--- config.mk ---
export PLATFORM = sky130hd
export DESIGN_NAME = util_mon_counter
export DESIGN_NICKNAME = d
export VERILOG_FILES = /design/src/rtl/util_mon_pkg.sv /design/src/rtl/util_rec_fifo.sv /design/src/rtl/util_mon_counter.sv
export SDC_FILE = /design/constraint.sdc
export NUM_CORES = 2
export LEC_CHECK = 0
export CAP_MARGIN = 5
export CORE_ASPECT_RATIO = 1.2
export CORE_MARGIN = 2
export CORE_UTILIZATION = 60
export DETAILED_ROUTE_END_ITERATION = 6
export PLACE_DENSITY = 0.79
export SYNTH_ARGS = -nofsm -noshare
export SYNTH_HDL_FRONTEND = slang
export SYNTH_SLANG_ARGS = --single-unit
--- constraint.sdc ---
create_clock -name clk -period 8.58 [get_ports clk]
set_clock_uncertainty 0.2 [all_clocks]
set_input_delay 2.574 -clock clk [delete_from_list [all_inputs] [get_ports clk]]
set_output_delay 2.574 -clock clk [all_outputs]
set_load 0.005 [all_outputs]
--- src/rtl/util_mon_pkg.sv ---
// Shared types and helpers for the utilization monitor blocks.
package util_mon_pkg;

  typedef enum logic {IDLE, ACTIVE} util_state_e;

  localparam int unsigned DROP_W = 8;

  // Increment val when en is set, holding at the all-ones value of a width-bit counter.
  function automatic logic [63:0] sat_inc(input logic [63:0] val, input int unsigned width,
                                          input logic en);
    logic [63:0] max_val;
    max_val = (width >= 64) ? '1 : ((64'd1 << width) - 64'd1);
    return (en && (val != max_val)) ? val + 64'd1 : val;
  endfunction

endpackage

--- src/rtl/util_rec_fifo.sv ---
// Synchronous record FIFO; a push into a full FIFO is accepted when a pop happens the same cycle.
module util_rec_fifo #(
  parameter int unsigned WIDTH = 8,
  parameter int unsigned DEPTH = 4
) (
  input  logic             clk,
  input  logic             rstn,
  input  logic             push,
  input  logic [WIDTH-1:0] push_data,
  input  logic             pop,
  output logic [WIDTH-1:0] head,
  output logic             full,
  output logic             empty
);

  localparam int unsigned AW = $clog2(DEPTH);

  logic [DEPTH-1:0][WIDTH-1:0] mem_q;
  logic [AW:0]                 wr_ptr_q, rd_ptr_q;
  logic                        pop_ok, push_ok;

  assign empty   = (wr_ptr_q == rd_ptr_q);
  assign full    = (wr_ptr_q[AW-1:0] == rd_ptr_q[AW-1:0]) && (wr_ptr_q[AW] != rd_ptr_q[AW]);
  assign pop_ok  = pop && !empty;
  assign push_ok = push && (!full || pop_ok);
  assign head    = mem_q[rd_ptr_q[AW-1:0]];

  always_ff @(posedge clk or negedge rstn) begin
    if (!rstn) begin
      mem_q    <= '0;
      wr_ptr_q <= '0;
      rd_ptr_q <= '0;
    end else begin
      if (push_ok) begin
        mem_q[wr_ptr_q[AW-1:0]] <= push_data;
        wr_ptr_q                <= wr_ptr_q + (AW+1)'(1);
      end
      if (pop_ok) rd_ptr_q <= rd_ptr_q + (AW+1)'(1);
    end
  end

endmodule

--- src/rtl/util_mon_counter.sv ---
// Per-layer utilization accumulator: counts lane-valid and DMA-busy cycles over each layer
// window and queues one record per layer.
module util_mon_counter
  import util_mon_pkg::*;
#(
  parameter int unsigned NUM_LANES  = 9,
  parameter int unsigned CNT_W      = 32,
  parameter int unsigned FIFO_DEPTH = 4,
  parameter int unsigned IDX_W      = 16
) (
  input  logic                       clk,
  input  logic                       rstn,
  input  logic                       dataflow_en,
  input  logic [NUM_LANES-1:0]       conv_vld,
  input  logic                       dma_start,
  input  logic                       dma_last,
  input  logic                       weight_dma_start,
  input  logic                       weight_dma_last,
  input  logic                       layer_start,
  input  logic                       layer_done,
  input  logic                       sim_done,
  output logic                       rec_valid,
  input  logic                       rec_ready,
  output logic [IDX_W-1:0]           rec_idx,
  output logic [CNT_W-1:0]           rec_cycles,
  output logic [NUM_LANES*CNT_W-1:0] rec_lane_cnt,
  output logic [CNT_W-1:0]           rec_dma_cycles,
  output logic [CNT_W-1:0]           rec_wdma_cycles,
  output logic                       rec_trunc,
  output logic [DROP_W-1:0]          drop_cnt,
  output logic                       proto_err
);

  localparam int unsigned LANE_LO = 2 * CNT_W + 1;
  localparam int unsigned CYC_LO  = LANE_LO + NUM_LANES * CNT_W;
  localparam int unsigned IDX_LO  = CYC_LO + CNT_W;
  localparam int unsigned REC_W   = IDX_LO + IDX_W;

  util_state_e                       state_q;
  logic [CNT_W-1:0]                  cycles_q, dma_cnt_q, wdma_cnt_q;
  logic [NUM_LANES-1:0][CNT_W-1:0]   lane_q;
  logic [CNT_W-1:0]                  cycles_inc, dma_inc, wdma_inc;
  logic [NUM_LANES-1:0][CNT_W-1:0]   lane_inc;
  logic                              dma_busy_q, wdma_busy_q;
  logic [IDX_W-1:0]                  layer_idx_q;
  logic [DROP_W-1:0]                 drop_cnt_q;
  logic                              proto_err_q;
  logic                              fresh, counting, close, restart, dropped;
  logic                              fifo_full, fifo_empty;
  logic [REC_W-1:0]                  rec_d, rec_head;

  // A window opening this cycle counts from zero regardless of stale register contents.
  assign fresh    = (state_q == IDLE);
  assign counting = (state_q == ACTIVE) || layer_start;
  assign close    = counting && (layer_done || sim_done);
  assign restart  = (state_q == ACTIVE) && layer_start && layer_done;
  assign dropped  = close && fifo_full && !(rec_valid && rec_ready);

  always_comb begin
    cycles_inc = CNT_W'(sat_inc(64'(fresh ? '0 : cycles_q), CNT_W, 1'b1));
    dma_inc    = CNT_W'(sat_inc(64'(fresh ? '0 : dma_cnt_q), CNT_W, dma_busy_q | dma_start));
    wdma_inc   = CNT_W'(sat_inc(64'(fresh ? '0 : wdma_cnt_q), CNT_W,
                                wdma_busy_q | weight_dma_start));
    lane_inc   = '0;
    for (int unsigned i = 0; i < NUM_LANES; i++) begin
      lane_inc[i] = CNT_W'(sat_inc(64'(fresh ? '0 : lane_q[i]), CNT_W,
                                   dataflow_en & conv_vld[i]));
    end
  end

  assign rec_d = {layer_idx_q, cycles_inc, lane_inc, dma_inc, wdma_inc, sim_done & ~layer_done};

  always_ff @(posedge clk or negedge rstn) begin
    if (!rstn) begin
      state_q     <= IDLE;
      cycles_q    <= '0;
      dma_cnt_q   <= '0;
      wdma_cnt_q  <= '0;
      lane_q      <= '0;
      dma_busy_q  <= 1'b0;
      wdma_busy_q <= 1'b0;
      layer_idx_q <= '0;
      drop_cnt_q  <= '0;
      proto_err_q <= 1'b0;
    end else begin
      if (dma_start && !dma_last) dma_busy_q <= 1'b1;
      else if (dma_last)          dma_busy_q <= 1'b0;
      if (weight_dma_start && !weight_dma_last) wdma_busy_q <= 1'b1;
      else if (weight_dma_last)                 wdma_busy_q <= 1'b0;

      if (close)   layer_idx_q <= layer_idx_q + IDX_W'(1);
      if (dropped) drop_cnt_q  <= DROP_W'(sat_inc(64'(drop_cnt_q), DROP_W, 1'b1));
      if ((state_q == ACTIVE) && layer_start && !layer_done) proto_err_q <= 1'b1;

      if (restart) begin
        cycles_q   <= '0;
        dma_cnt_q  <= '0;
        wdma_cnt_q <= '0;
        lane_q     <= '0;
      end else if (close) begin
        state_q <= IDLE;
      end else if (counting) begin
        state_q    <= ACTIVE;
        cycles_q   <= cycles_inc;
        dma_cnt_q  <= dma_inc;
        wdma_cnt_q <= wdma_inc;
        lane_q     <= lane_inc;
      end
    end
  end

  util_rec_fifo #(
    .WIDTH (REC_W),
    .DEPTH (FIFO_DEPTH)
  ) u_fifo (
    .clk       (clk),
    .rstn      (rstn),
    .push      (close),
    .push_data (rec_d),
    .pop       (rec_ready),
    .head      (rec_head),
    .full      (fifo_full),
    .empty     (fifo_empty)
  );

  assign rec_valid       = !fifo_empty;
  assign rec_idx         = rec_head[IDX_LO +: IDX_W];
  assign rec_cycles      = rec_head[CYC_LO +: CNT_W];
  assign rec_lane_cnt    = rec_head[LANE_LO +: NUM_LANES * CNT_W];
  assign rec_dma_cycles  = rec_head[CNT_W + 1 +: CNT_W];
  assign rec_wdma_cycles = rec_head[1 +: CNT_W];
  assign rec_trunc       = rec_head[0];
  assign drop_cnt        = drop_cnt_q;
  assign proto_err       = proto_err_q;

endmodule

Yosys cells after proc, flatten, opt, wreduce, memory -nomap -nowiden
Index checks and enable logic that the tools add are counted.
{"block": "totals", "ff_bits": 2022, "inputBits": 20, "out_inout_bits": 411, "wordCells": 160}
{"block": "classes", "add_sub_neg": 16, "n_lt_le_gt_ge": 3, "eq_ne": 17, "mux": 47, "n_bitwise": 14, "n_reduce_logical": 39}
{"operator": "1604-bit bitwise mux", "n": 1}
{"operator": "32-bit 2-to-1 mux", "n": 33}
{"operator": "288-bit 2-to-1 mux", "n": 3}
{"operator": "401-bit binary-select mux with 2-bit select", "n": 1}
{"operator": "401-bit demux with 2-bit select", "n": 1}
{"operator": "401-bit 2-to-1 mux", "n": 2}
{"operator": "32-bit by 1-bit adder with 32-bit output, second input constant", "n": 12}
{"operator": "32-bit inequality test, second input constant", "n": 12}
{"operator": "1-bit logical AND", "n": 23}
{"operator": "16-bit by 1-bit adder with 16-bit output, second input constant", "n": 1}
{"operator": "1-bit bitwise AND", "n": 10}
{"operator": "8-bit by 1-bit adder with 8-bit output, second input constant", "n": 1}
{"operator": "8-bit inequality test, second input constant", "n": 1}
{"operator": "2-bit nonzero test", "n": 4}
{"operator": "3-bit by 1-bit adder with 3-bit output, second input constant", "n": 2}
{"operator": "1-bit zero test", "n": 6}
{"operator": "2-bit by 3-bit < comparator with 1-bit output, second input constant", "n": 2}
{"operator": "1-bit 2-to-1 mux", "n": 6}
{"operator": "2-bit AND reduction", "n": 3}
{"operator": "3-bit equality test", "n": 1}
{"operator": "1-bit logical OR", "n": 3}
{"operator": "2-bit equality test", "n": 1}
{"operator": "2-bit by 1-bit >= comparator with 1-bit output, second input constant", "n": 1}
{"operator": "2-bit by 1-bit inequality test with 1-bit output, second input constant", "n": 1}
{"operator": "3 further kinds", "n": 5}

Longest topological paths before layout
{"block": "depth", "word_depth": 7, "depth_mapped": 20, "ltp_nobuf": 9}

Hierarchy
Synthesis repeated with hierarchy kept, for this count alone.
{"block": "unflattened", "cells_unflattened": 7882, "area_unflattened_um2": 99640.6}
{"mod": "util_rec_fifo", "n_inst": 1, "cells_per_inst": 3913, "area_each_um2": 69067.5, "seq_area_each_um2": 40288.6}
{"mod": "util_mon_counter", "n_inst": 1, "cells_per_inst": 3969, "area_each_um2": 30573.1, "seq_area_each_um2": 10309.9}

Worst setup path after synthesis
OpenSTA, ideal clock, no wires.
{"block": "synth_path", "path_kind": "in2reg", "start": "input layer_done", "end": "register u_fifo.mem_q[141] in the netlist's numbering", "setup_time_ns": 0.125, "t_arrival_ns": 4.496, "t_required_ns": 8.255, "slack_ns": 3.759, "path_stages": 8, "path_buffers": 4, "path_cell_list": "clkbuf_1 o22ai_1 a41oi_1 buf_2 and2_1 clkbuf_1 clkbuf_1 mux2_2"}
{"block": "synth_between", "elab_chain_len": 3}
{"element": "start, declared", "line": "util_mon_counter.sv:20", "source": "input logic layer_done,"}
{"element": "1-bit logical OR", "line": "util_mon_counter.sv:55", "source": "assign close = counting && (layer_done || sim_done);"}
{"element": "1-bit logical AND", "line": "util_mon_counter.sv:55"}
{"element": "1-bit logical AND", "line": "util_rec_fifo.sv:25", "source": "assign push_ok = push && (!full || pop_ok);"}
{"element": "end signal, assigned by index", "line": "util_rec_fifo.sv:35", "source": "mem_q[wr_ptr_q[AW-1:0]] <= push_data;"}
{"element": "end, declared", "line": "util_rec_fifo.sv:18", "source": "logic [DEPTH-1:0][WIDTH-1:0] mem_q;"}
Every way passes these cells.
A chain may end at the register's enable or synchronous reset.

Worst setup path after layout
{"block": "layout_path", "start": "register u_fifo.rd_ptr_q[0]", "end": "output rec_cycles[10]"}
{"block": "layout_between", "elab_chain_len": 2}
{"element": "start, declared", "line": "util_rec_fifo.sv:19", "source": "logic [AW:0] wr_ptr_q, rd_ptr_q;"}
{"element": "start signal, assigned", "line": "util_rec_fifo.sv:38", "source": "if (pop_ok) rd_ptr_q <= rd_ptr_q + (AW+1)'(1);"}
{"element": "401-bit binary-select mux with 2-bit select", "line": "util_rec_fifo.sv:26", "source": "assign head = mem_q[rd_ptr_q[AW-1:0]];"}
{"element": "401-bit 2-to-1 mux (implied by the code)", "line": "util_rec_fifo.sv:26"}
{"element": "end, declared", "line": "util_mon_counter.sv:25", "source": "output logic [CNT_W-1:0] rec_cycles,"}
Every way passes these cells. The select of a mux whose other input is x is not followed.

==> metrics.cfg <==
[synthesis]
syn_area_um2 = 96200
yosysMostFrequentCell = nand2_1
synth_area_leaders = dfrtp_1 53%, mux4_2 9.4%, nand2_1 8.4%, o21ai_0 8.2%, xnor2_1 2.3%
synth_nets = 9525
synth_warnings = 0
avgSynthCellArea_um2 = 10.1
synth.distinct_cells = 87
syn_inst = 9487
yosysSeqAreaShare_pct = 52.6
synth_ff_type = dfrtp_1
synth_commonest_cells = 2162 x nand2_1, 2022 x dfrtp_1, 1577 x o21ai_0
synth_edf_count = 0
synth_top_area_share_pct = 52.6
synthArstFlopShare_pct = 100
synth_top_cell_by_area = dfrtp_1
ys_ff_latch = 2022

[die]
initial_core_util_pct = 60.2
die_w_um = 370
ios = 431
die_y_um = 443
die-area_um2 = 164000
rows = 161
core_area_um2 = 160000

[clocking]
cts_resized = 0
cts_hold_buf = 0
cts_tree = built
clock_path_buffers = 3
cts_inserted_buffers = 194
htreeDepth = 4
clkSlewWorstSetupHoldPaths_ns = 0.06
cts-root-buf = clkbuf_16
cts_setup_buffers = 0
cts.sinks = 2022
clk_latency_ns = 0.87

[power_and_ir_drop]
power.share.clock_pct = 36.6
vdd_drop_max_v = 0.000231
switching_share_pct = 30.9
power.switching_mw = 7.40
pwr-share-comb_pct = 20.4
p_leak_nw = 45.3
power_density_nw_per_um2 = 221
power_mw = 24.0
pwr-share-seq_pct = 43.0
p_int_mw = 16.6

[timing]
finalMaxSlewViolations = 0
period_minus_slack_ns = 6.70
setup_ws_ns = 1.88
setup_tns_ns = 0
fmax_mhz = 149
hold_viol = 0
rsz0062_at_grt = no
max-slew-margin-rel_pct = 16.8
hold_ws_ns = 0.263
setup_violations = 0
post-route-period-util_pct = 78.1
worst_slew_pin_slew_ns = 1.24

[cells_and_area]
fill_cells = 11600
final_area_um2 = 109000
nets = 9602
final_core_util_pct = 67.9
drive_above_1_share_pct = 10.6
final_cells = 11800
syn_to_final_growth_pct = 12.9

[setup_path]
start_kind = flip-flop
r2r_start = state_q$_DFFE_PN0P_
crit_arrival_ns = 3.93
cp.required_ns = 5.81
crit_path_end_kind = primary output
crit_fanout = 44
critPathKind = reg -> out
max_stage_delay_ns = 1.04
crit_chain = buf_4, mux4_2, clkdlybuf4s50_1
slowest_stage = dfrtp_4
timing.critical_path.from = u_fifo.rd_ptr_q[0]$_DFFE_PN0P_

[status]
status = complete, no violations

[place]
gp_congestion = 0.933
dp_slack_ns = 1.88
portBuffers = 430
dp.cells = 11500
place_hpwl_um = 175000
placed_area_um2 = 102000

[global_routing]
grt_pass1_wl_um = 439000
grt_pass1_vias = 77000
antenna_found_initial = 16
grt_max_degree = 195
grt_overflow = 0
grt.total_usage_pct = 34.1

[flow_run]
max-cap-violations = 0

[route]
post-route-drc-count = 0
wl_um = 278000
postRouteAntennaNets = 0
firstDrtPassIters = 7
drt-initial-drc-count = 8230
routedWlPerCell_um = 23.4
drt-vias-per-instance = 6.47
vias = 76600

[worst_hold_path]
hp-class = reg -> reg
hold_start = proto_err$_DFFE_PN0P_

critical path, delay by kind of cell, from the launching register on:
family / cells / cell delay, ns
buf+inv: 2 / 1.34
flops: 1 / 1.04
mux: 1 / 0.66
flip-flops by register name (all words and copies together) (netlist names):
register,cells
lane_q,288
dma_cnt_q,32
proto_err,1
cycles_q,32
u_fifo.mem_q,1604
drop_cnt,8
layer_idx_q,16
u_fifo.rd_ptr_q,3
u_fifo.wr_ptr_q,3
wdma_cnt_q,32
wdma_busy_q,1
state_q,1
dma_busy_q,1
power by group through the flow:
stage                     registers (mW)  clock network (mW)  logic, mW
final                               10.3                8.78       4.89
after global routing                10.3                9.25       5.24
after CTS                           10.3                8.85       4.92
after detailed placement            10.5                   0       4.89
after global placement              10.4                   0       4.84
after floorplan                     10.3                   0       3.17
placed cells by master (no fill, tap or decap), types with 19 or more instances in the layout:
cell type / Yosys / routed
nand3_1: 234 / 234
or4_1: 34 / 34
buf_12: 0 / 35
o31ai_1: 31 / 31
a31oi_1: 51 / 51
clkbuf_16: 0 / 195
xnor2_1: 257 / 257
clkbuf_1: 556 / 49
or3_1: 67 / 67
nand2_1: 2162 / 2152
clkinv_2: 0 / 35
xor2_1: 232 / 232
mux2i_1: 19 / 19
dfrtp_1: 2022 / 2019
nand4_1: 207 / 207
buf_4: 8 / 93
and4_1: 59 / 59
inv_1: 67 / 66
a21oi_1: 155 / 154
mux2_2: 96 / 96
and3_1: 130 / 130
and2_1: 69 / 65
nor2_1: 315 / 313
clkbuf_8: 0 / 45
nor4_1: 101 / 100
o21ai_0: 1577 / 1577
or2_2: 19 / 19
nor3_1: 164 / 164
a22o_1: 37 / 37
clkdlybuf4s50_1: 0 / 428
mux4_2: 401 / 401
a32o_1: 20 / 20
metal layers:
layer / up-vias / track usage, % / wire length, um
met5: - / 0 / 116
met4: 18 / 17.7 / 15500
met3: 750 / 6.04 / 21800
met2: 3512 / 54.1 / 133000
met1: 38700 / 45.4 / 107000
li1: 33600 / - / -
worst paths after layout:
check                                                 end  slack (ns)  depth (start not counted)
max in group asynchronous  u_fifo.mem_q[1445]$_DFFE_PN0P_        4.84                          2
hold reg to reg                     proto_err$_DFFE_PN0P_        0.26                          1
hold / removal                      proto_err$_DFFE_PN0P_        0.26                          1
setup / recovery                           rec_cycles[10]        1.88                          3
min in group asynchronous  u_fifo.mem_q[1595]$_DFFE_PN0P_        1.52                          1
setup reg to reg            u_fifo.mem_q[905]$_DFFE_PN0P_        3.49                          9
cells by family after synthesis:
family,share of synthesized area [%]
xor gates and xnor gates,4.45
AOI/OAI and AO/OA,11.7
and+or+nand+nor,17.3
DFF,52.6
buffers and inverters,3.02
muxes,10.7
adders and majority gates,0.234
area by class of cell:
cell class              count  area (um2)  share of cell area [%]
well taps                2119        2650                    2.44
diodes                      5        12.5                  0.0115
clock inverters            65         840                   0.773
repair buffers            558        5720                    5.26
flip-flops and latches   2022       50600                    46.6
multi-input cells        6721       42800                    39.4
clock buffers             289        5680                    5.23
inverters                  67         253                   0.233
Power figures use the tool's default switching activity.
